--- src/rtl/alu_pkg.sv ---
// rtl/alu_pkg.sv - shared opcodes, FSM state encoding and op-byte field positions
package alu_pkg;

  localparam logic [2:0] OP_ADD  = 3'd0;
  localparam logic [2:0] OP_SUB  = 3'd1;
  localparam logic [2:0] OP_AND  = 3'd2;
  localparam logic [2:0] OP_OR   = 3'd3;
  localparam logic [2:0] OP_XOR  = 3'd4;
  localparam logic [2:0] OP_NAND = 3'd5;
  localparam logic [2:0] OP_NOR  = 3'd6;
  localparam logic [2:0] OP_NOT  = 3'd7;

  localparam int OP_LSB    = 0;
  localparam int OP_MSB    = 2;
  localparam int CHAIN_BIT = 3;

  typedef enum logic [2:0] {
    S_A    = 3'd0,
    S_B    = 3'd1,
    S_OP   = 3'd2,
    S_EXEC = 3'd3,
    S_RES  = 3'd4
  } state_t;

endpackage

--- src/rtl/alu_sequencer_if.sv ---
// rtl/alu_sequencer_if.sv - byte input stream and result output stream of the sequencer
interface alu_sequencer_if #(
  parameter int WIDTH = 8
);
  logic [WIDTH-1:0] in_data;
  logic             in_valid;
  logic             in_ready;
  logic [WIDTH-1:0] res_data;
  logic             res_valid;
  logic             res_ready;
  logic [1:0]       flags;
  logic             err;

  modport master (
    output in_data, in_valid, res_ready,
    input  in_ready, res_data, res_valid, flags, err
  );

  modport slave (
    input  in_data, in_valid, res_ready,
    output in_ready, res_data, res_valid, flags, err
  );
endinterface

--- src/rtl/alu_core.sv ---
// rtl/alu_core.sv - combinational eight-operation ALU with carry/borrow output
module alu_core
  import alu_pkg::*;
#(
  parameter int WIDTH = 8
) (
  input  logic [WIDTH-1:0] a,
  input  logic [WIDTH-1:0] b,
  input  logic [2:0]       op,
  output logic [WIDTH-1:0] result,
  output logic             carry
);

  logic [WIDTH:0] sum;

  assign sum = {1'b0, a} + {1'b0, b};

  always_comb begin
    result = '0;
    carry  = 1'b0;
    case (op)
      OP_ADD:  begin result = sum[WIDTH-1:0]; carry = sum[WIDTH]; end
      // borrow is reported as carry for subtraction
      OP_SUB:  begin result = a - b;          carry = (a < b);    end
      OP_AND:  result = a & b;
      OP_OR:   result = a | b;
      OP_XOR:  result = a ^ b;
      OP_NAND: result = ~(a & b);
      OP_NOR:  result = ~(a | b);
      OP_NOT:  result = ~a;
      default: result = '0;
    endcase
  end

endmodule

--- src/rtl/alu_sequencer.sv ---
// rtl/alu_sequencer.sv - collects A, B, op bytes, runs alu_core, presents result with flags
module alu_sequencer
  import alu_pkg::*;
#(
  parameter int WIDTH   = 8,
  parameter int TIMEOUT = 255
) (
  input logic            clk,
  input logic            rst,
  alu_sequencer_if.slave bus
);

  localparam logic [7:0] TIMEOUT_CNT = 8'(TIMEOUT);

  state_t           state, next_state;
  logic [WIDTH-1:0] a_q, b_q, res_data_q;
  logic [2:0]       op_q;
  logic             chain_q;
  logic [7:0]       cnt_q;
  logic [1:0]       flags_q;
  logic             res_valid_q;
  logic             err_q;

  logic             in_ready_c;
  logic             in_xfer, res_xfer, timeout_hit;
  logic [WIDTH-1:0] alu_res;
  logic             alu_carry;

  alu_core #(.WIDTH(WIDTH)) u_core (
    .a      (a_q),
    .b      (b_q),
    .op     (op_q),
    .result (alu_res),
    .carry  (alu_carry)
  );

  assign in_xfer     = bus.in_valid && in_ready_c;
  assign res_xfer    = res_valid_q && bus.res_ready;
  assign timeout_hit = ((state == S_B) || (state == S_OP)) && (cnt_q == TIMEOUT_CNT);

  always_ff @(posedge clk or posedge rst) begin
    if (rst) state <= S_A;
    else     state <= next_state;
  end

  always_comb begin
    next_state = state;
    in_ready_c = 1'b0;
    case (state)
      S_A: begin
        in_ready_c = 1'b1;
        if (bus.in_valid) next_state = S_B;
      end
      S_B: begin
        in_ready_c = 1'b1;
        if (bus.in_valid)      next_state = S_OP;
        else if (timeout_hit)  next_state = S_A;
      end
      S_OP: begin
        in_ready_c = 1'b1;
        if (bus.in_valid)      next_state = S_EXEC;
        else if (timeout_hit)  next_state = S_A;
      end
      S_EXEC: next_state = S_RES;
      S_RES: begin
        if (res_xfer) next_state = chain_q ? S_B : S_A;
      end
      default: next_state = S_A;
    endcase
  end

  always_ff @(posedge clk or posedge rst) begin
    if (rst) begin
      a_q         <= '0;
      b_q         <= '0;
      op_q        <= '0;
      chain_q     <= 1'b0;
      cnt_q       <= '0;
      res_data_q  <= '0;
      flags_q     <= '0;
      res_valid_q <= 1'b0;
      err_q       <= 1'b0;
    end else begin
      err_q <= 1'b0;
      case (state)
        S_A: begin
          cnt_q <= '0;
          if (in_xfer) a_q <= bus.in_data;
        end
        S_B, S_OP: begin
          if (in_xfer) begin
            cnt_q <= '0;
            if (state == S_B) begin
              b_q <= bus.in_data;
            end else begin
              op_q    <= bus.in_data[OP_MSB:OP_LSB];
              chain_q <= bus.in_data[CHAIN_BIT];
            end
          end else if (timeout_hit) begin
            // abort: drop partial operands and any pending chain
            cnt_q   <= '0;
            err_q   <= 1'b1;
            chain_q <= 1'b0;
            a_q     <= '0;
            b_q     <= '0;
          end else begin
            cnt_q <= cnt_q + 8'd1;
          end
        end
        S_EXEC: begin
          res_data_q  <= alu_res;
          flags_q     <= {alu_carry, (alu_res == '0)};
          res_valid_q <= 1'b1;
        end
        S_RES: begin
          if (res_xfer) begin
            res_valid_q <= 1'b0;
            chain_q     <= 1'b0;
            if (chain_q) a_q <= res_data_q;
          end
        end
        default: cnt_q <= '0;
      endcase
    end
  end

  assign bus.in_ready  = in_ready_c;
  assign bus.res_data  = res_data_q;
  assign bus.res_valid = res_valid_q;
  assign bus.flags     = flags_q;
  assign bus.err       = err_q;

endmodule
--- src/flat_wrapper.sv ---
// flat-port wrapper written by rule: the top's interface ports become plain ports
module alu_sequencer_flat import alu_pkg::*;
#(
  parameter int WIDTH   = 8,
  parameter int TIMEOUT = 255
)
  (clk, rst, bus_in_data, bus_in_valid, bus_res_ready, bus_in_ready, bus_res_data, bus_res_valid, bus_flags, bus_err);
  alu_sequencer_if #(.WIDTH(WIDTH)) bus_i ();
  input logic clk;
  input logic rst;
  input wire logic [$bits(bus_i.in_data)-1:0] bus_in_data;
  input wire logic [$bits(bus_i.in_valid)-1:0] bus_in_valid;
  input wire logic [$bits(bus_i.res_ready)-1:0] bus_res_ready;
  output wire logic [$bits(bus_i.in_ready)-1:0] bus_in_ready;
  output wire logic [$bits(bus_i.res_data)-1:0] bus_res_data;
  output wire logic [$bits(bus_i.res_valid)-1:0] bus_res_valid;
  output wire logic [$bits(bus_i.flags)-1:0] bus_flags;
  output wire logic [$bits(bus_i.err)-1:0] bus_err;
  assign bus_i.in_data = bus_in_data;
  assign bus_i.in_valid = bus_in_valid;
  assign bus_i.res_ready = bus_res_ready;
  assign bus_in_ready = bus_i.in_ready;
  assign bus_res_data = bus_i.res_data;
  assign bus_res_valid = bus_i.res_valid;
  assign bus_flags = bus_i.flags;
  assign bus_err = bus_i.err;
  alu_sequencer #(.WIDTH(WIDTH), .TIMEOUT(TIMEOUT)) u_core (.clk(clk), .rst(rst), .bus(bus_i));
endmodule
--- config.mk ---
export PLATFORM = sky130hd
export DESIGN_NAME = alu_sequencer_flat
export DESIGN_NICKNAME = d
export VERILOG_FILES = /design/src/rtl/alu_pkg.sv /design/src/rtl/alu_sequencer_if.sv /design/src/rtl/alu_core.sv /design/src/rtl/alu_sequencer.sv /design/src/flat_wrapper.sv
export SDC_FILE = /design/constraint.sdc
export NUM_CORES = 1
export LEC_CHECK = 0
export CORE_ASPECT_RATIO = 0.7
export CORE_UTILIZATION = 40
export CTS_CLUSTER_SIZE = 30
export DETAILED_ROUTE_END_ITERATION = 16
export PLACE_DENSITY = 0.58
export SETUP_SLACK_MARGIN = 0.4
export SLEW_MARGIN = 10
export SYNTH_ARGS = -nofsm -noshare
export SYNTH_HDL_FRONTEND = slang
export SYNTH_SLANG_ARGS = --single-unit
--- constraint.sdc ---
create_clock -name clk -period 7 [get_ports clk]
set_input_delay 1.4 -clock clk [delete_from_list [all_inputs] [get_ports clk]]
set_output_delay 1.4 -clock clk [all_outputs]
set_load 0.02 [all_outputs]
==> impl_metrics.yaml, run 1 <==
run:
  maxCapViolCount: 0
setup_path:
  crit_slowest_cell: "or4_1"
  crit_chain: "clkdlybuf4s50_1 -> or4_1 -> o21ai_0 -> mux2_2"
  end_kind: "register"
  cp_top_family: "simple AND/OR/NAND/NOR gates"
  cpPeakStageDelay_ns: 0.72
  start_kind: "input pin"
  crit_type: "input pin to register"
  crit_arrival_ns: 3.20
  worst-path-buf-inv: 1
  worstPathRequired_ns: 7.17
  cp_max_fo: 11
global_routing:
  grt_overflow: 0
  grt_pass1_vias: 2698
  grt_pass1_wl_um: 14480
  antenna_found_initial: 0
  grt_max_degree: 44
  track_usage: 0.2137
timing:
  worst_slew_pin_slew_ns: 0.7996
  fmax_mhz: 329.8
  fin_skew_ns: 0.003723
  setup_violations: 0
  period_needed_ns: 3.032
  drv_slew: 0
  hold_viol_final: 0
  setup_ws_ns: 3.968
  period_share: 0.4332
  rsz0062_at_grt: "false"
  relSlewSlack: 0.4669
  fin_setup_tns_ns: 0
routing:
  vias: 3000
  via_per_inst: 5.848
  drt_wl_total_um: 8971
  wl_per_cell_um: 17.49
  drcViolationCount: 3
  firstDrtPassIters: 10
  ant_nets: 0
  drt-initial-drc-count: 158
floorplanning:
  dieArea_mm2: 0.008826
  row_count: 27
  io_pins: 25
  die_height_um: 78.91
  die_w_um: 111.9
  core_area_mm2: 0.008040
  start_util: 0.4203
finish:
  fillers: 773
  diodes: 0
  layout-drive-gt1-share: 0.08010
  fin_nets: 450
  instances_no_fill: 513
  multiInputGateArea_mm2: 0.002102
  area_delta_synth_final_pct: 13.81
  regArea_mm2: 0.001076
cts:
  tritoncts: "built"
  cts_resized: 0
  cts_buffers: 5
  clock_path_buffers: 2
  clkSinkCount: 43
  clk_pin_slew_ns: 0.06
  cts_root_buf: "clkbuf_16"
  clk_latency_ns: 0.28
  cts_hold_buf: 0
  cts_setup_buffers: 0
  htree_num_levels: 2
synthesis:
  synth_flop_cell: "dfrtp_1"
  ys_async_sr_fraction: 1.000
  synth_top_area_frac: 0.3184
  yosysMostFrequentCell: "nand2_1"
  synth_edf_count: 0
  synth_area_leaders: "dfrtp_1, ha_1, o21ai_0"
  synth.avg_cell_area_um2: 8.513
  syn_inst: 397
  synth_seq_cells: 43
  netlist_top_cells_count: "nand2_1, dfrtp_1, o21ai_0"
  yosys.area.top_type: "dfrtp_1"
  synth_fp_nets: 436
  yosys_warnings: 0
  synth_seq_area_share: 0.3184
  netlist_area_mm2: 0.003379
  yosysUniqueCellTypes: 63
run_status:
  outcome: "finished, violations left"
  violations: "DRC"
place:
  dp_hpwl_um: 6842
  dp_cells: 505
  detailedPlace.worstSlack_ns: 3.678
  io_buffer_count: 24
  gp_congestion: 0.8457
pwr:
  peakVddDrop_v: 0.0001888
  p_leak_nw: 1.670
  p_per_area_mw_per_mm2: 511.6
min_path:
  hold_class: "register to register"
metrics by stage:
step	total power [mW]	hold slack (ns)	util	instance area [um^2]
after global placement	1.650	0.4673	0.4567	3672
after CTS	1.953	0.4831	0.4784	3846
after detailed placement	1.676	0.4716	0.4567	3672
final	1.968	0.4842	0.4784	3846
after global routing	2.119	0.5104	0.4784	3846
after floorplan	1.351	0.4456	-	3379
layer usage:
layer | wire, um | vias to the layer above | GRT usage | part of all wire
li1 | - | 1460 | - | -
met1 | 4884 | 1452 | 0.3442 | 0.54
met2 | 3510 | 84 | 0.2863 | 0.39
met3 | 532 | 4 | 0.04427 | 0.059
met4 | 44 | 0 | 0.03649 | 0.0049
met5 | 0 | - | 0 | 0
worst paths after layout:
path	cells after the start	slack, ns	endpoint	from
worst max register to register	8	4.17	u_core.bus.res_data[5]$_DFFE_PP0N_	u_core.a_q[2]$_DFFE_PP0P_
worst min-delay path	2	0.48	u_core.bus.flags[0]$_DFFE_PP0N_	u_core.bus.flags[0]$_DFFE_PP0N_
worst max-delay path	4	3.97	u_core.chain_q$_DFFE_PP0P_	bus_in_valid
worst min register to register	2	0.48	u_core.bus.flags[0]$_DFFE_PP0N_	u_core.bus.flags[0]$_DFFE_PP0N_
max in group asynchronous	3	5.06	u_core.a_q[1]$_DFFE_PP0P_	rst
min in group asynchronous	3	1.56	u_core.cnt_q[6]$_DFFE_PP0N_	rst
report_power, final:
group	switching, mW	total, mW	internal, mW
clock	0.0927	0.270	0.177
combinational	0.709	1.21	0.500
sequential	0.150	0.489	0.339
total	0.951	1.97	1.02
cells in the final DEF (no fill, tap or decap), drive strengths merged, types with 6 or more instances in the layout:
cell type      instances
mux2i                  8
nand2b                 6
ha                    25
inv                   25
nand2                 46
o31ai                  6
nor2                  32
a22oi                  9
clkdlybuf4s50         24
nand3                 10
mux2                   9
o21ai                 39
a21oi                 25
clkbuf                 6
dfrtp                 43
nor3                   8
registers in the layout, indices dropped and copies added, names as in the netlist:
| name | cells |
|---|---|
| u_core.state | 3 |
| u_core.b_q | 8 |
| u_core.bus.res_data | 8 |
| u_core.a_q | 8 |
| u_core.bus.flags | 2 |
| u_core.op_q | 3 |
| u_core.bus.err | 1 |
| u_core.bus.res_valid | 1 |
| u_core.cnt_q | 8 |
| u_core.chain_q | 1 |
layout make-up:
type / count / area share
Multi-Input combinational cell: 306 / 0.5465
Timing Repair Buffer: 27 / 0.06831
Tap cell: 101 / 0.03286
Inverter: 28 / 0.02733
Sequential cell: 43 / 0.2798
Clock buffer: 6 / 0.03611
Clock inverter: 2 / 0.009109
tightest hold or removal path: stages, from the launching register on:
cell and delay, ns:
dfrtp_1 0.34, nand2_1 0.06, o31ai_2 0.05
logic make-up after synthesis:
family | after synthesis | synth area share
buf+inv | 48 | 0.05961
flops | 43 | 0.3184
fa+ha+maj | 27 | 0.1044
mux | 21 | 0.08034
compound gates | 119 | 0.2321
simple gates | 133 | 0.1896
xor+xnor | 6 | 0.01555
(Power assumes the default switching activity.)
==> run 2, diff against run 1 <==
Clock period 7 ns to 3.15 ns, I/O delays scaled along.
==> run 2 against run 1 <==
The flow still finishes with violations (DRC). Global-route usage up 0.73 points. Sequential cell count unchanged. Count of clock-buffer cells in the layout unchanged. Non-clock buffer count up 6. Wire length up 3.4%. Sequential power up 110%. Final area up 0.91%. Sequential share of layout area down 0.25 points. Via count up 1.5%. Worst setup slack worse by 3.3 ns. First-iteration DRC count up 81%. Largest power group unchanged.
==> impl_metrics.yaml, run 2 (synthesis results as in run 1) <==
setup_path:
  worstPathRequired_ns: 3.34
  end_kind: "register"
  r2r_cells: 8
  crit_path_start: "u_core.b_q[0]$_DFFE_PP0P_"
  crit_arrival_ns: 2.71
  r2r-end: "u_core.bus.flags[0]$_DFFE_PP0N_"
  crit_type: "register to register"
  start_kind: "register"
  cp_max_fo: 5
  r2r_slack_ns: 0.64
  reg2reg_from: "u_core.b_q[0]$_DFFE_PP0P_"
  crit_end: "u_core.bus.flags[0]$_DFFE_PP0N_"
cts:
  cts_setup_buffers: 0
  htree_num_levels: 2
  clock_path_buffers: 2
  cts_buffers: 5
  cts_root_buf: "clkbuf_16"
  clk_pin_slew_ns: 0.06
  clkSinkCount: 43
  cts_hold_buf: 0
  tritoncts: "built"
  cts_resized: 0
  clk_latency_ns: 0.28
run:
  maxCapViolCount: 0
pwr:
  clockPowerShare: 0.130
  p_leak_nw: 1.690
  p_per_area_mw_per_mm2: 1140
  internal-power_mw: 2.282
  power_frac_seq: 0.238
  combPwrFrac: 0.632
  swShare: 0.4841
  switchingPower_mw: 2.142
  peakVddDrop_v: 0.0004101
finish:
  finalInstanceArea_mm2: 0.003881
  fin_util: 0.4827
  regArea_mm2: 0.001076
  multiInputGateArea_mm2: 0.002107
  final_common_cell: "nand2_1"
  area_delta_synth_final_pct: 14.85
  layout-drive-gt1-share: 0.09113
  fin_nets: 456
  fillers: 778
  mostFrequentLayoutCells: "nand2_1, dfrtp_1, o21ai_0"
  diodes: 0
routing:
  via_per_inst: 5.880
  ant_nets: 0
  drcViolationCount: 3
  firstDrtPassIters: 11
  drt-initial-drc-count: 286
  vias: 3046
  wl_per_cell_um: 17.90
  drt_wl_total_um: 9272
place:
  detailedPlace.worstSlack_ns: 0.5212
  io_buffer_count: 24
  dp_hpwl_um: 7050
  gp_congestion: 0.8670
  place_area_mm2: 0.003717
floorplanning:
  dieArea_mm2: 0.008826
  die_height_um: 78.91
  core_area_mm2: 0.008040
  die_w_um: 111.9
  io_pins: 25
  row_count: 27
  start_util: 0.4203
timing:
  setup_violations: 0
  hold_viol_final: 0
  fin_setup_tns_ns: 0
  rsz0062_at_grt: "false"
  period_share: 0.7977
  drv_slew: 0
  fin_skew_ns: 0.005044
  worst_slew_pin_slew_ns: 0.9090
  period_needed_ns: 2.513
  setup_ws_ns: 0.6373
  fmax_mhz: 398.0
  hold_ws_ns: 0.4799
  relSlewSlack: 0.3940
global_routing:
  grt_overflow: 0
  antenna_found_initial: 0
  grt_max_degree: 44
  track_usage: 0.2210
  grt_pass1_wl_um: 15040
  grt_pass1_vias: 2837
run_status:
  violations: "DRC"
  outcome: "finished, violations left"
min_path:
  hold_class: "register to register"
[run 2: layout make-up]
type,count,area share
Multi-Input combinational cell,306,0.5429
Sequential cell,43,0.2772
Timing Repair Buffer,33,0.07930
Clock buffer,6,0.03320
Tap cell,101,0.03256
Inverter,28,0.02708
Clock inverter,1,0.007737
[run 2: worst max-delay path: stages (launching register included)]
cell and delay, ns:
dfrtp_1 0.41, ha_1 0.29, fa_1 0.52, a211oi_1 0.29
o21ai_0 0.23, a21oi_1 0.19, a32o_1 0.17, o211ai_1 0.13
o31ai_2 0.19
[run 2: worst min path at each step]
stage / start / end / slack, ns / cells past startpoint
floorplan: u_core.cnt_q[7]$_DFFE_PP0N_ / u_core.cnt_q[7]$_DFFE_PP0N_ / 0.45 / 1
global placement: u_core.cnt_q[7]$_DFFE_PP0N_ / u_core.cnt_q[7]$_DFFE_PP0N_ / 0.47 / 1
detailed placement: u_core.cnt_q[7]$_DFFE_PP0N_ / u_core.cnt_q[7]$_DFFE_PP0N_ / 0.48 / 1
CTS: u_core.cnt_q[7]$_DFFE_PP0N_ / u_core.cnt_q[7]$_DFFE_PP0N_ / 0.48 / 1
global route: u_core.cnt_q[7]$_DFFE_PP0N_ / u_core.cnt_q[7]$_DFFE_PP0N_ / 0.52 / 1
finish: u_core.cnt_q[7]$_DFFE_PP0N_ / u_core.cnt_q[7]$_DFFE_PP0N_ / 0.48 / 1
[run 2: layer usage]
| layer | vias to the layer above | track usage | wire (um) | share of wire |
|---|---|---|---|---|
| met5 | - | 0 | 0 | 0 |
| met4 | 0 | 0.03649 | 70 | 0.0075 |
| met3 | 9 | 0.05802 | 708 | 0.076 |
| met2 | 107 | 0.3043 | 3635 | 0.39 |
| met1 | 1458 | 0.3428 | 4857 | 0.52 |
| li1 | 1472 | - | - | - |
[run 2: metrics by stage]
step                cells  total power [mW]
detailed placement    511             3.794
floorplan             397             3.002
global placement      511             3.773
finish                518             4.424
global route          518             4.777
CTS                   518             4.390
[run 2: power groups by stage]
stage | Sequential [mW] | Combinational, mW | Clock (mW)
after global routing | 1.09 | 3.09 | 0.601
after CTS | 1.05 | 2.76 | 0.583
final | 1.05 | 2.80 | 0.575
after detailed placement | 1.06 | 2.74 | 0
after floorplan | 0.980 | 2.02 | 0
after global placement | 1.05 | 2.72 | 0
